--- src/rtl/maxnet_pkg.sv ---
`default_nettype none
// ============================================================================
// Module      : maxnet_pkg
// Description : Shared types and default constants for the Maxnet sequencer.
// Revision    : 1.0 - initial release
// ============================================================================
package maxnet_pkg;

    localparam int c_PU_LAT   = 2;
    localparam int c_MAX_ITER = 63;
    localparam int c_CNT_W    = 6;
    localparam int c_LAT_W    = 4;

    typedef enum logic [2:0] {
        S_IDLE   = 3'd0,
        S_INIT   = 3'd1,
        S_LOAD   = 3'd2,
        S_CHECK  = 3'd3,
        S_WAIT   = 3'd4,
        S_UPDATE = 3'd5,
        S_DONE   = 3'd6
    } state_t;

endpackage
`default_nettype wire

--- src/rtl/latency_counter.sv ---
`default_nettype none
// ============================================================================
// Module      : latency_counter
// Description : Down-counter timing the PU pipeline latency between updates.
// Revision    : 1.0 - initial release
// ============================================================================
module latency_counter
    import maxnet_pkg::*;
#(
    parameter int PU_LAT = c_PU_LAT
) (
    input  logic clk,
    input  logic rst,
    input  logic i_load,
    input  logic i_dec,
    output logic o_expired
);

    logic [c_LAT_W-1:0] r_count;

    // Loading PU_LAT-1 makes expiry coincide with the last wait cycle.
    always_ff @(posedge clk) begin
        if (rst) begin
            r_count <= '0;
        end else if (i_load) begin
            r_count <= c_LAT_W'(PU_LAT - 1);
        end else if (i_dec && (r_count != '0)) begin
            r_count <= r_count - 1'b1;
        end
    end

    assign o_expired = (r_count == '0);

endmodule
`default_nettype wire

--- src/rtl/maxnet_controller.sv ---
`default_nettype none
// ============================================================================
// Module      : maxnet_controller
// Description : Sequencing FSM for the 4-lane Maxnet winner-take-all datapath.
// Revision    : 1.0 - initial release
// ============================================================================
module maxnet_controller
    import maxnet_pkg::*;
#(
    parameter int PU_LAT   = c_PU_LAT,
    parameter int MAX_ITER = c_MAX_ITER,
    parameter int CNT_W    = c_CNT_W
) (
    input  logic             clk,
    input  logic             rst,
    input  logic             start,
    input  logic             is_finished,
    output logic             init_x,
    output logic             init_w,
    output logic             load_sel,
    output logic             load_a,
    output logic             busy,
    output logic             done,
    output logic             timeout,
    output logic [CNT_W-1:0] iter_count
);

    localparam logic [CNT_W-1:0] c_ITER_LIMIT = CNT_W'(MAX_ITER);

    state_t           r_state;
    state_t           w_next;
    logic             r_init;
    logic             r_load_sel;
    logic             r_load_a;
    logic             r_busy;
    logic             r_done;
    logic             r_timeout;
    logic [CNT_W-1:0] r_iter;

    logic             w_init;
    logic             w_load_sel;
    logic             w_load_a;
    logic             w_busy;
    logic             w_done;
    logic             w_expired;
    logic             w_lat_load;
    logic             w_lat_dec;
    logic             w_accept;
    logic             w_at_limit;

    assign w_lat_load = (r_state == S_CHECK);
    assign w_lat_dec  = (r_state == S_WAIT);
    assign w_accept   = (r_state == S_IDLE) && start;
    assign w_at_limit = (r_iter == c_ITER_LIMIT);

    latency_counter #(
        .PU_LAT    (PU_LAT)
    ) u_latency_counter (
        .clk       (clk),
        .rst       (rst),
        .i_load    (w_lat_load),
        .i_dec     (w_lat_dec),
        .o_expired (w_expired)
    );

    // Outputs are registered from the next-state decode so they align with the state.
    always_ff @(posedge clk) begin
        if (rst) begin
            r_state    <= S_IDLE;
            r_init     <= 1'b0;
            r_load_sel <= 1'b0;
            r_load_a   <= 1'b0;
            r_busy     <= 1'b0;
            r_done     <= 1'b0;
        end else begin
            r_state    <= w_next;
            r_init     <= w_init;
            r_load_sel <= w_load_sel;
            r_load_a   <= w_load_a;
            r_busy     <= w_busy;
            r_done     <= w_done;
        end
    end

    always_ff @(posedge clk) begin
        if (rst) begin
            r_iter    <= '0;
            r_timeout <= 1'b0;
        end else begin
            if (w_accept) begin
                r_iter    <= '0;
                r_timeout <= 1'b0;
            end else if (r_state == S_UPDATE) begin
                r_iter <= r_iter + 1'b1;
            end
            // A finish seen in the same CHECK takes priority over the limit.
            if ((r_state == S_CHECK) && !is_finished && w_at_limit) begin
                r_timeout <= 1'b1;
            end
        end
    end

    always_comb begin
        w_next = r_state;
        case (r_state)
            S_IDLE:   if (start) w_next = S_INIT;
            S_INIT:   w_next = S_LOAD;
            S_LOAD:   w_next = S_CHECK;
            S_CHECK: begin
                if (is_finished || w_at_limit) w_next = S_DONE;
                else                           w_next = S_WAIT;
            end
            S_WAIT:   if (w_expired) w_next = S_UPDATE;
            S_UPDATE: w_next = S_CHECK;
            S_DONE:   w_next = S_IDLE;
            default:  w_next = S_IDLE;
        endcase
    end

    always_comb begin
        w_init     = (w_next == S_INIT);
        w_load_sel = (w_next == S_LOAD);
        w_load_a   = (w_next == S_LOAD) || (w_next == S_UPDATE);
        w_busy     = (w_next != S_IDLE);
        w_done     = (w_next == S_DONE);
    end

    assign init_x     = r_init;
    assign init_w     = r_init;
    assign load_sel   = r_load_sel;
    assign load_a     = r_load_a;
    assign busy       = r_busy;
    assign done       = r_done;
    assign timeout    = r_timeout;
    assign iter_count = r_iter;

endmodule
`default_nettype wire
--- config.mk ---
export PLATFORM = sky130hd
export DESIGN_NAME = maxnet_controller
export DESIGN_NICKNAME = d
export VERILOG_FILES = /design/src/rtl/maxnet_pkg.sv /design/src/rtl/latency_counter.sv /design/src/rtl/maxnet_controller.sv
export SDC_FILE = /design/constraint.sdc
export NUM_CORES = 1
export LEC_CHECK = 0
export CAP_MARGIN = 0
export CORE_MARGIN = 2
export CORE_UTILIZATION = 44
export DETAILED_ROUTE_END_ITERATION = 8
export GPL_ROUTABILITY_DRIVEN = 0
export MAX_ROUTING_LAYER = met4
export PLACE_DENSITY = 0.73
export SKIP_LAST_GASP = 1
export SLEW_MARGIN = 5
export SYNTH_ARGS = -nofsm -noshare
export SYNTH_HDL_FRONTEND = slang
export SYNTH_SLANG_ARGS = --single-unit
--- constraint.sdc ---
create_clock -name clk -period 1.4 [get_ports clk]
set_input_delay 0.28 -clock clk [delete_from_list [all_inputs] [get_ports clk]]
set_output_delay 0.28 -clock clk [all_outputs]
set_load 0.05 [all_outputs]
==> impl_metrics.json, run 1 <==
{
  "numCtsBuffers": 3,
  "violations": "setup timing",
  "design.core.area_um2": 1764,
  "synth_top_area_share_pct": 44.90,
  "r2r_slack_ns": -0.03,
  "post_dp_cell_area_um2": 1267,
  "outcome": "finished, violations left",
  "async_flop_share_pct": 0,
  "top_layer_used": "met4",
  "wirelength_um": 2359,
  "synth-main-ff-cell": "dfxtp_1",
  "cp-startpoint": "u_latency_counter.r_count[1]",
  "portBuffers": 16,
  "floorplan.rows": 15,
  "cp-start-kind": "flop",
  "drtIter0Drc": 8,
  "antenna_found_initial": 0,
  "yosysWarningCount": 0,
  "ant_nets": 0,
  "htreeDepth": 1,
  "p_per_area_nw_per_um2": 860.0,
  "crit_chain": "inv_1, ha_2, nor3b_4, buf_6, or3_4, a21oi_2",
  "fmax_ghz": 0.6993,
  "largest_reg_flops": 6,
  "r2r_start": "u_latency_counter.r_count[1]",
  "fin_tns_setup_ns": -0.08396,
  "slew_headroom_pct": 80.91,
  "viasPerCell": 5.591,
  "grt_pass1_vias": 783,
  "design_area_um2": 1404,
  "avgSynthCellArea_um2": 8.824,
  "synthTopCellsByArea": "dfxtp_1 45%, a21oi_1 7.1%, o21ai_0 4.1%, o31ai_1 3.5%, or4_1 3.5%",
  "dr_total_vias": 861,
  "setup_viol": 4,
  "crit_slowest_cell": "or3_4",
  "synthCells": 96,
  "firstDrtPassIters": 5,
  "hold_violations": 0,
  "diodes": 0,
  "ir_drop_v": 0.0006715,
  "worst_pin_slew_ns": 0.2840,
  "leakage_nw": 0.5358,
  "netlist_area_um2": 847.1,
  "synth_edf_count": 0,
  "yosysMostFrequentCell": "dfxtp_1",
  "arrival_ns": 1.66,
  "grt_pass1_wl_um": 3353,
  "clockBufferDepth": 2,
  "cap_viol_max_count": 0,
  "num_io_pins": 17,
  "synthToLayoutAreaGrowth_pct": 65.73,
  "critical_path.max_fanout": 5,
  "fin_crit_sh_pct": 102.1,
  "rsz0062_at_grt": "yes",
  "setup_slack_ns": -0.03008,
  "die-area_um2": 2292,
  "root_buffer": "clkbuf_4",
  "drive_gt1_share_pct": 48.06,
  "cts_tree": "done",
  "drv_slew": 0,
  "routed-wl-met2_um": 1364,
  "cts_hold_buf": 0,
  "synth_nets": 102,
  "end_kind": "flop",
  "grt_start_max_net_pins": 15,
  "min-delay-start": "u_latency_counter.r_count[1]",
  "grt-ovfl-total": 0,
  "finClkSkew_ns": 0.008960,
  "synth_seq_cells": 19,
  "hold_path_class": "reg -> reg",
  "dp.final_hpwl_um": 1537,
  "crit_required_ns": 1.63,
  "path_clk_slew_ns": 0.10,
  "nNetsFinal": 136,
  "critPathKind": "reg -> reg",
  "wire_per_inst_um": 15.32,
  "min_period_ns": 1.430,
  "cts.sinks": 19,
  "yosysSeqAreaShare_pct": 44.90,
  "die_w_um": 47.88,
  "die_y_um": 47.88,
  "insertion_delay_ns": 0.30,
  "synth_area_leader_cell": "dfxtp_1",
  "drc": 0,
  "floorplan.initialDensity_pct": 48.01,
  "max_stage_delay_ns": 0.36,
  "netlist_top_cells_count": "19 x dfxtp_1, 12 x a21oi_1, 7 x o21ai_0",
  "synth_cell_types": 28,
  "wl_met1_um": 902,
  "grt_use_total_pct": 21.77,
  "dr_wl_met3_um": 77
}
## routing by layer
layer  GRT usage (%)  up-vias
met5               -        -
met4           6.486        0
met3           4.528        2
met2           37.07       24
met1           25.57      422
li1                -      413
## worst paths after layout
path,depth (start not counted),end
setup / recovery,6,u_latency_counter.r_count[1]
hold / removal,2,u_latency_counter.r_count[1]
setup reg to reg,6,u_latency_counter.r_count[1]
hold reg to reg,2,u_latency_counter.r_count[1]
## cells by family after synthesis
family	count (synthesis)	share of synthesized area (%)
muxes	1	1.182
DFF	19	44.90
xor gates and xnor gates	2	2.068
AOI/OAI and AO/OA	27	18.91
and+or+nand+nor	34	24.67
adders and majority gates	2	2.954
buffers and inverters	11	5.318
## critical path, delay by kind of cell, from the launching register on
kind | cells | cell delay [ns]
buffers and inverters | 2 | 0.18
AOI/OAI and AO/OA | 1 | 0.13
adders and majority gates | 1 | 0.19
DFF | 1 | 0.34
and+or+nand+nor | 2 | 0.53
## per-stage QoR
| step | std cells | hold slack (ns) | setup slack [ns] | total power [mW] | util, % |
|---|---|---|---|---|---|
| after detailed placement | 145 | 0.4920 | -0.08038 | 0.9070 | 71.84 |
| after CTS | 151 | 0.5025 | -0.02498 | 1.194 | 75.39 |
| final | 154 | 0.5160 | -0.03008 | 1.207 | 79.57 |
| after global routing | 154 | 0.5335 | -0.06901 | 1.268 | 79.57 |
| after floorplan | 96 | 0.4619 | -0.05951 | 0.7598 | - |
| after global placement | 145 | 0.4741 | -0.01549 | 0.8929 | 71.84 |
## final cells by class
type                    count  area (um^2)
inverters                   5        18.77
fillers                   125        360.3
clock buffers               3        22.52
multi-input cells          66        488.0
repair buffers             35        444.2
well taps                  25        31.28
clock inverters             1        5.005
flip-flops and latches     19        394.1
## where the power goes
group	internal, mW	switching (mW)	leakage, nW	total [mW]
logic	0.177	0.171	0.359	0.348
clock network	0.107	0.166	0.0177	0.273
registers	0.565	0.0210	0.159	0.586
total	0.850	0.358	0.536	1.21
## cell usage in the layout (no fill, tap or decap), types with 2 or more instances in the layout
cell type / netlist / layout
dfxtp_1: 19 / 10
a21oi_1: 12 / 8
clkbuf_4: 0 / 3
dfxtp_2: 0 / 8
nand4b_1: 2 / 2
inv_1: 5 / 5
o21ai_0: 7 / 6
nand3b_1: 2 / 2
a21oi_2: 0 / 4
o31ai_1: 4 / 3
buf_4: 1 / 16
or3_4: 0 / 3
nand2_1: 3 / 3
buf_12: 0 / 13
xor2_1: 2 / 2
or4_1: 4 / 2
nor2b_1: 4 / 4
nor2_1: 5 / 5
buf_6: 0 / 3
or4_4: 0 / 2
clkdlybuf4s50_1: 0 / 3
ha_2: 0 / 2
nand2b_1: 2 / 2
## repair_timing
item / in CTS / in global routing
gates resized for setup: 7 / 14
pin swaps: 5 / 8
setup endpoints to repair: 5 / 7
setup buffers: 2 / 3
No activity file was read; power rests on OpenSTA's default activity.
==> inputs of run 2 (changes only) <==
--- a/config.mk
+++ b/config.mk
@@ -10,6 +10,7 @@
 export CORE_UTILIZATION = 44
 export DETAILED_ROUTE_END_ITERATION = 8
 export GPL_ROUTABILITY_DRIVEN = 0
+export GPL_TIMING_DRIVEN = 0
 export MAX_ROUTING_LAYER = met4
 export PLACE_DENSITY = 0.73
 export SKIP_LAST_GASP = 1
==> impl_metrics.json, run 2 (synthesis gave the netlist of run 1 again) <==
{
  "outcome": "finished, violations left",
  "violations": "setup timing",
  "design.core.area_um2": 1764,
  "grt_use_total_pct": 20.51,
  "crit_required_ns": 1.64,
  "cts_hold_buf": 0,
  "r2r_slack_ns": -0.04,
  "synthToLayoutAreaGrowth_pct": 45.05,
  "finClkSkew_ns": 0.001124,
  "floorplan.initialDensity_pct": 48.01,
  "grt_pass1_wl_um": 3201,
  "dpl.cell_count": 136,
  "hold_depth": 2,
  "rsz0062_at_grt": "yes",
  "grt_pass1_vias": 769,
  "nNetsFinal": 134,
  "drc": 0,
  "path_clk_slew_ns": 0.10,
  "clockBufferDepth": 2,
  "arrival_ns": 1.68,
  "fin_tns_setup_ns": -0.07330,
  "hold_path_end": "busy",
  "dr_total_vias": 839,
  "num_io_pins": 17,
  "switching_power_mw": 0.3480,
  "min-delay-start": "rst",
  "hold_path_class": "in -> reg",
  "die_w_um": 47.88,
  "dp.final_hpwl_um": 1295,
  "drv_slew": 0,
  "die_y_um": 47.88,
  "final_common_cell": "buf_4",
  "register_area_um2": 396.6,
  "insertion_delay_ns": 0.30,
  "wirelength_um": 2141,
  "slew_headroom_pct": 70.20,
  "critical_path.max_fanout": 4,
  "multi_input_area_um2": 484.2,
  "power.internal_mw": 0.8124,
  "fillers": 158,
  "swShare_pct": 29.99,
  "htreeDepth": 1,
  "cts.sinks": 19,
  "viasPerCell": 5.520,
  "leakage_nw": 0.4618,
  "p_per_area_nw_per_um2": 944.4,
  "portBuffers": 15,
  "comb_power_share_pct": 25.7,
  "cap_viol_max_count": 0,
  "final_cell_mix": "14 x buf_4, 10 x a21oi_1, 10 x dfxtp_1",
  "root_buffer": "clkbuf_4",
  "firstDrtPassIters": 4,
  "cts_tree": "done",
  "critPathKind": "reg -> reg",
  "hold_violations": 0,
  "end_kind": "flop",
  "largest_reg_flops": 6,
  "reg2regPathDepth": 3,
  "p_clk_share_pct": 24.1,
  "floorplan.rows": 15,
  "die-area_um2": 2292,
  "drive_gt1_share_pct": 43.31,
  "min_period_ns": 1.441,
  "fmax_ghz": 0.6941,
  "diodes": 0,
  "ir_drop_v": 0.0006437,
  "utilization_pct": 69.65,
  "p_seq_share_pct": 50.1,
  "r2r-end": "u_latency_counter.r_count[3]",
  "numCtsBuffers": 3,
  "drtIter0Drc": 24,
  "antenna_found_initial": 0,
  "grt_start_max_net_pins": 11,
  "cp-start-kind": "flop",
  "grt-ovfl-total": 0,
  "ant_nets": 0,
  "wire_per_inst_um": 14.09,
  "setup_slack_ns": -0.04069,
  "design_area_um2": 1229,
  "r2r_start": "r_state[0]",
  "fin_crit_sh_pct": 102.9,
  "worst_pin_slew_ns": 0.4469,
  "fin_cells": 152,
  "setup_viol": 5,
  "post_dp_cell_area_um2": 1050
}
## run 2: cell count changes in the layout (fill, tap and decap cells not counted), moves of 2 or more
cell	delta
a21oi_1	+2
clkdlybuf4s15_2	+9
buf_12	-13
or3_4	-2
or3_1	+2
clkbuf_1	+2
buf_6	-2
buf_4	-2
a21oi_2	-2
clkbuf_2	+5
## run 2: timing repair
action                                  4_1_cts  5_1_grt
endpoints found under the setup margin       22       17
pin swaps                                     4        5
resized for setup                            44       22
setup buffers                                12        1
## run 2: worst max-delay path by stage
stage | end | depth (start not counted) | start | slack (ns)
3_3_place_gp | timeout | 4 | start | -0.47
5_1_grt | timeout | 4 | r_state[0] | -0.08
2_1_floorplan | timeout | 4 | iter_count[0] | -0.06
3_5_place_dp | timeout | 4 | start | -0.47
6_report | u_latency_counter.r_count[3] | 3 | r_state[0] | -0.04
4_1_cts | iter_count[4] | 1 | iter_count[4] | -0.10
## run 2: area by class of cell
cell class | count | share of cell area (%)
multi-input combinational | 66 | 39.41
sequential | 19 | 32.28
timing repair buffer | 28 | 19.76
tap | 25 | 2.546
buffer | 5 | 2.342
clock buffer | 4 | 2.138
inverter | 5 | 1.527
## run 2: critical path, stage by stage (launching register included)
cell and delay, ns:
dfxtp_2 0.35, or3b_4 0.42, or4_1 0.47, a21oi_1 0.14
## run 2: through the flow
step	hold slack, ns	total power [mW]	worst slack (ns)
after floorplan	0.4619	0.7598	-0.05951
after global placement	0.4620	0.8143	-0.4688
after detailed placement	0.4783	0.8187	-0.4688
after CTS	0.3601	1.125	-0.1019
after global routing	0.4016	1.205	-0.08326
final	0.3784	1.160	-0.04069
## run 2: metal layers
layer / up-vias / GRT usage, % / routed length (um)
met1: 414 / 24.66 / 916
met4: 0 / 9.730 / 32
met2: 13 / 33.87 / 1131
li1: 408 / - / -
met3: 4 / 2.264 / 60
met5: - / - / 0
## run 2: power by group through the flow
stage | sequential, mW | clock (mW) | combinational, mW
2_1_floorplan | 0.630 | 0 | 0.130
3_3_place_gp | 0.597 | 0 | 0.217
3_5_place_dp | 0.598 | 0 | 0.220
4_1_cts | 0.580 | 0.278 | 0.266
5_1_grt | 0.584 | 0.301 | 0.320
6_report | 0.582 | 0.280 | 0.299
==> inputs of run 3 (changes only) <==
--- a/config.mk
+++ b/config.mk
@@ -6,8 +6,10 @@
 export NUM_CORES = 1
 export LEC_CHECK = 0
 export CAP_MARGIN = 0
+export CELL_PAD_IN_SITES_DETAIL_PLACEMENT = 0
+export CELL_PAD_IN_SITES_GLOBAL_PLACEMENT = 1
 export CORE_MARGIN = 2
-export CORE_UTILIZATION = 44
+export CORE_UTILIZATION = 33
 export DETAILED_ROUTE_END_ITERATION = 8
 export GPL_ROUTABILITY_DRIVEN = 0
 export GPL_TIMING_DRIVEN = 0
==> constraint.sdc (replaced) <==
create_clock -name clk -period 1.2 [get_ports clk]
set_input_delay 0.24 -clock clk [delete_from_list [all_inputs] [get_ports clk]]
set_output_delay 0.24 -clock clk [all_outputs]
set_load 0.05 [all_outputs]
==> impl_metrics.json, run 3 (synthesis gave the netlist of run 1 again) <==
{
  "p_seq_share_pct": 47.8,
  "wirelength_um": 2255,
  "htreeDepth": 1,
  "firstDrtPassIters": 4,
  "hold_path_class": "in -> reg",
  "design_area_um2": 1380,
  "dpl.cell_count": 141,
  "setup_viol": 13,
  "fin_cells": 166,
  "drive_gt1_share_pct": 50.74,
  "floorplan.initialDensity_pct": 34.51,
  "insertion_delay_ns": 0.30,
  "rsz0062_at_grt": "yes",
  "slew_headroom_pct": 72.88,
  "post_dp_cell_area_um2": 1096,
  "finalPower_mw": 1.400,
  "dp.final_hpwl_um": 1346,
  "grt_pass1_vias": 744,
  "worst_pin_slew_ns": 0.4068,
  "numCtsBuffers": 3,
  "final_common_cell": "buf_4",
  "max_stage_delay_ns": 0.39,
  "utilization_pct": 56.22,
  "power.internal_mw": 0.9740,
  "cpLargestDelayFamily": "simple AND/OR/NAND/NOR gates",
  "ant_nets": 0,
  "die_y_um": 54.67,
  "critPathKind": "reg -> reg",
  "drtIter0Drc": 11,
  "finClkSkew_ns": 0.008440,
  "outcome": "finished, violations left",
  "crit_slowest_cell": "dfxtp_4",
  "end_kind": "flop",
  "setup_slack_ns": -0.2288,
  "cp-start-kind": "flop",
  "fin_tns_setup_ns": -1.716,
  "root_buffer": "clkbuf_4",
  "cts_tree": "done",
  "antenna_found_initial": 0,
  "viasPerCell": 5.211,
  "arrival_ns": 1.66,
  "min_period_ns": 1.429,
  "final_cell_mix": "17 x buf_4, 11 x a21oi_1, 10 x buf_6",
  "wire_per_inst_um": 13.58,
  "ir_drop_v": 0.0007195,
  "fin_crit_sh_pct": 119.1,
  "switching_power_mw": 0.4258,
  "clockBufferDepth": 2,
  "design.core.area_um2": 2455,
  "path_clk_slew_ns": 0.11,
  "nNetsFinal": 143,
  "grt_start_max_net_pins": 11,
  "cts.sinks": 19,
  "violations": "setup timing",
  "grt_use_total_pct": 16.69,
  "crit_required_ns": 1.43,
  "cap_viol_max_count": 0,
  "whs_ns": 0.3166,
  "crit_chain": "buf_6, nand3b_1, buf_4, or4_1, a21oi_1",
  "grt-ovfl-total": 0,
  "fmax_ghz": 0.6999,
  "dp_slack_ns": -0.7549,
  "dr_total_vias": 865,
  "grt_pass1_wl_um": 3381,
  "p_per_area_nw_per_um2": 1014,
  "swShare_pct": 30.42,
  "drv_slew": 0,
  "synthToLayoutAreaGrowth_pct": 62.92,
  "die-area_um2": 2988,
  "largest_reg_flops": 6,
  "die_w_um": 54.67,
  "path_buf_inv": 2,
  "diodes": 0,
  "drc": 0,
  "num_io_pins": 17,
  "floorplan.rows": 18,
  "hold_violations": 0,
  "cts_hold_buf": 0,
  "portBuffers": 15,
  "leakage_nw": 0.5459,
  "comb_power_share_pct": 28.3,
  "critical_path.max_fanout": 4,
  "p_clk_share_pct": 23.9
}
[run 3: changes by cell type in the layout (fill, tap and decap cells not counted), moves of 3 or more]
cell and change:
buf_6 +9, clkdlybuf4s15_2 -9, buf_2 +6, dfxtp_4 +6
clkbuf_2 -5, dfxtp_2 -4, buf_4 +3, clkbuf_4 +3
[run 3: path summary, 6_finish.rpt]
| check | startpoint | end | slack [ns] | depth (start not counted) |
|---|---|---|---|---|
| max reg2reg | r_state[2] | iter_count[5] | -0.23 | 5 |
| min reg2reg | timeout | timeout | 0.46 | 2 |
| min | rst | busy | 0.32 | 2 |
| max | r_state[2] | iter_count[5] | -0.23 | 5 |
[run 3: what timing repair did]
action	CTS	global route
setup buffers	15	7
resized for setup	84	30
endpoints found under the setup margin	30	22
gates cloned	0	1
pin swaps	10	13
[run 3: layout make-up]
class                           instances  area [um^2]
Timing Repair Buffer                   37        299.0
Inverter                                5        18.77
Buffer                                  5        52.55
Fill cell                             233         1075
Sequential cell                        19        414.1
Tap cell                               30        37.54
Multi-Input combinational cell         66        531.8
Clock buffer                            4        26.28
[run 3: power by group through the flow]
stage | Clock (mW) | Combinational (mW) | Sequential (mW)
floorplan | 0 | 0.153 | 0.724
CTS | 0.341 | 0.346 | 0.665
global route | 0.373 | 0.432 | 0.674
detailed placement | 0 | 0.263 | 0.687
global placement | 0 | 0.257 | 0.686
finish | 0.334 | 0.396 | 0.670
[run 3: per-layer routing]
metal,share of wire (%),GRT usage [%],up-vias
li1,-,-,427
met1,44,19.37,414
met2,49,26.79,19
met3,3.9,3.279,5
met4,2.3,9.167,0
met5,0,-,-
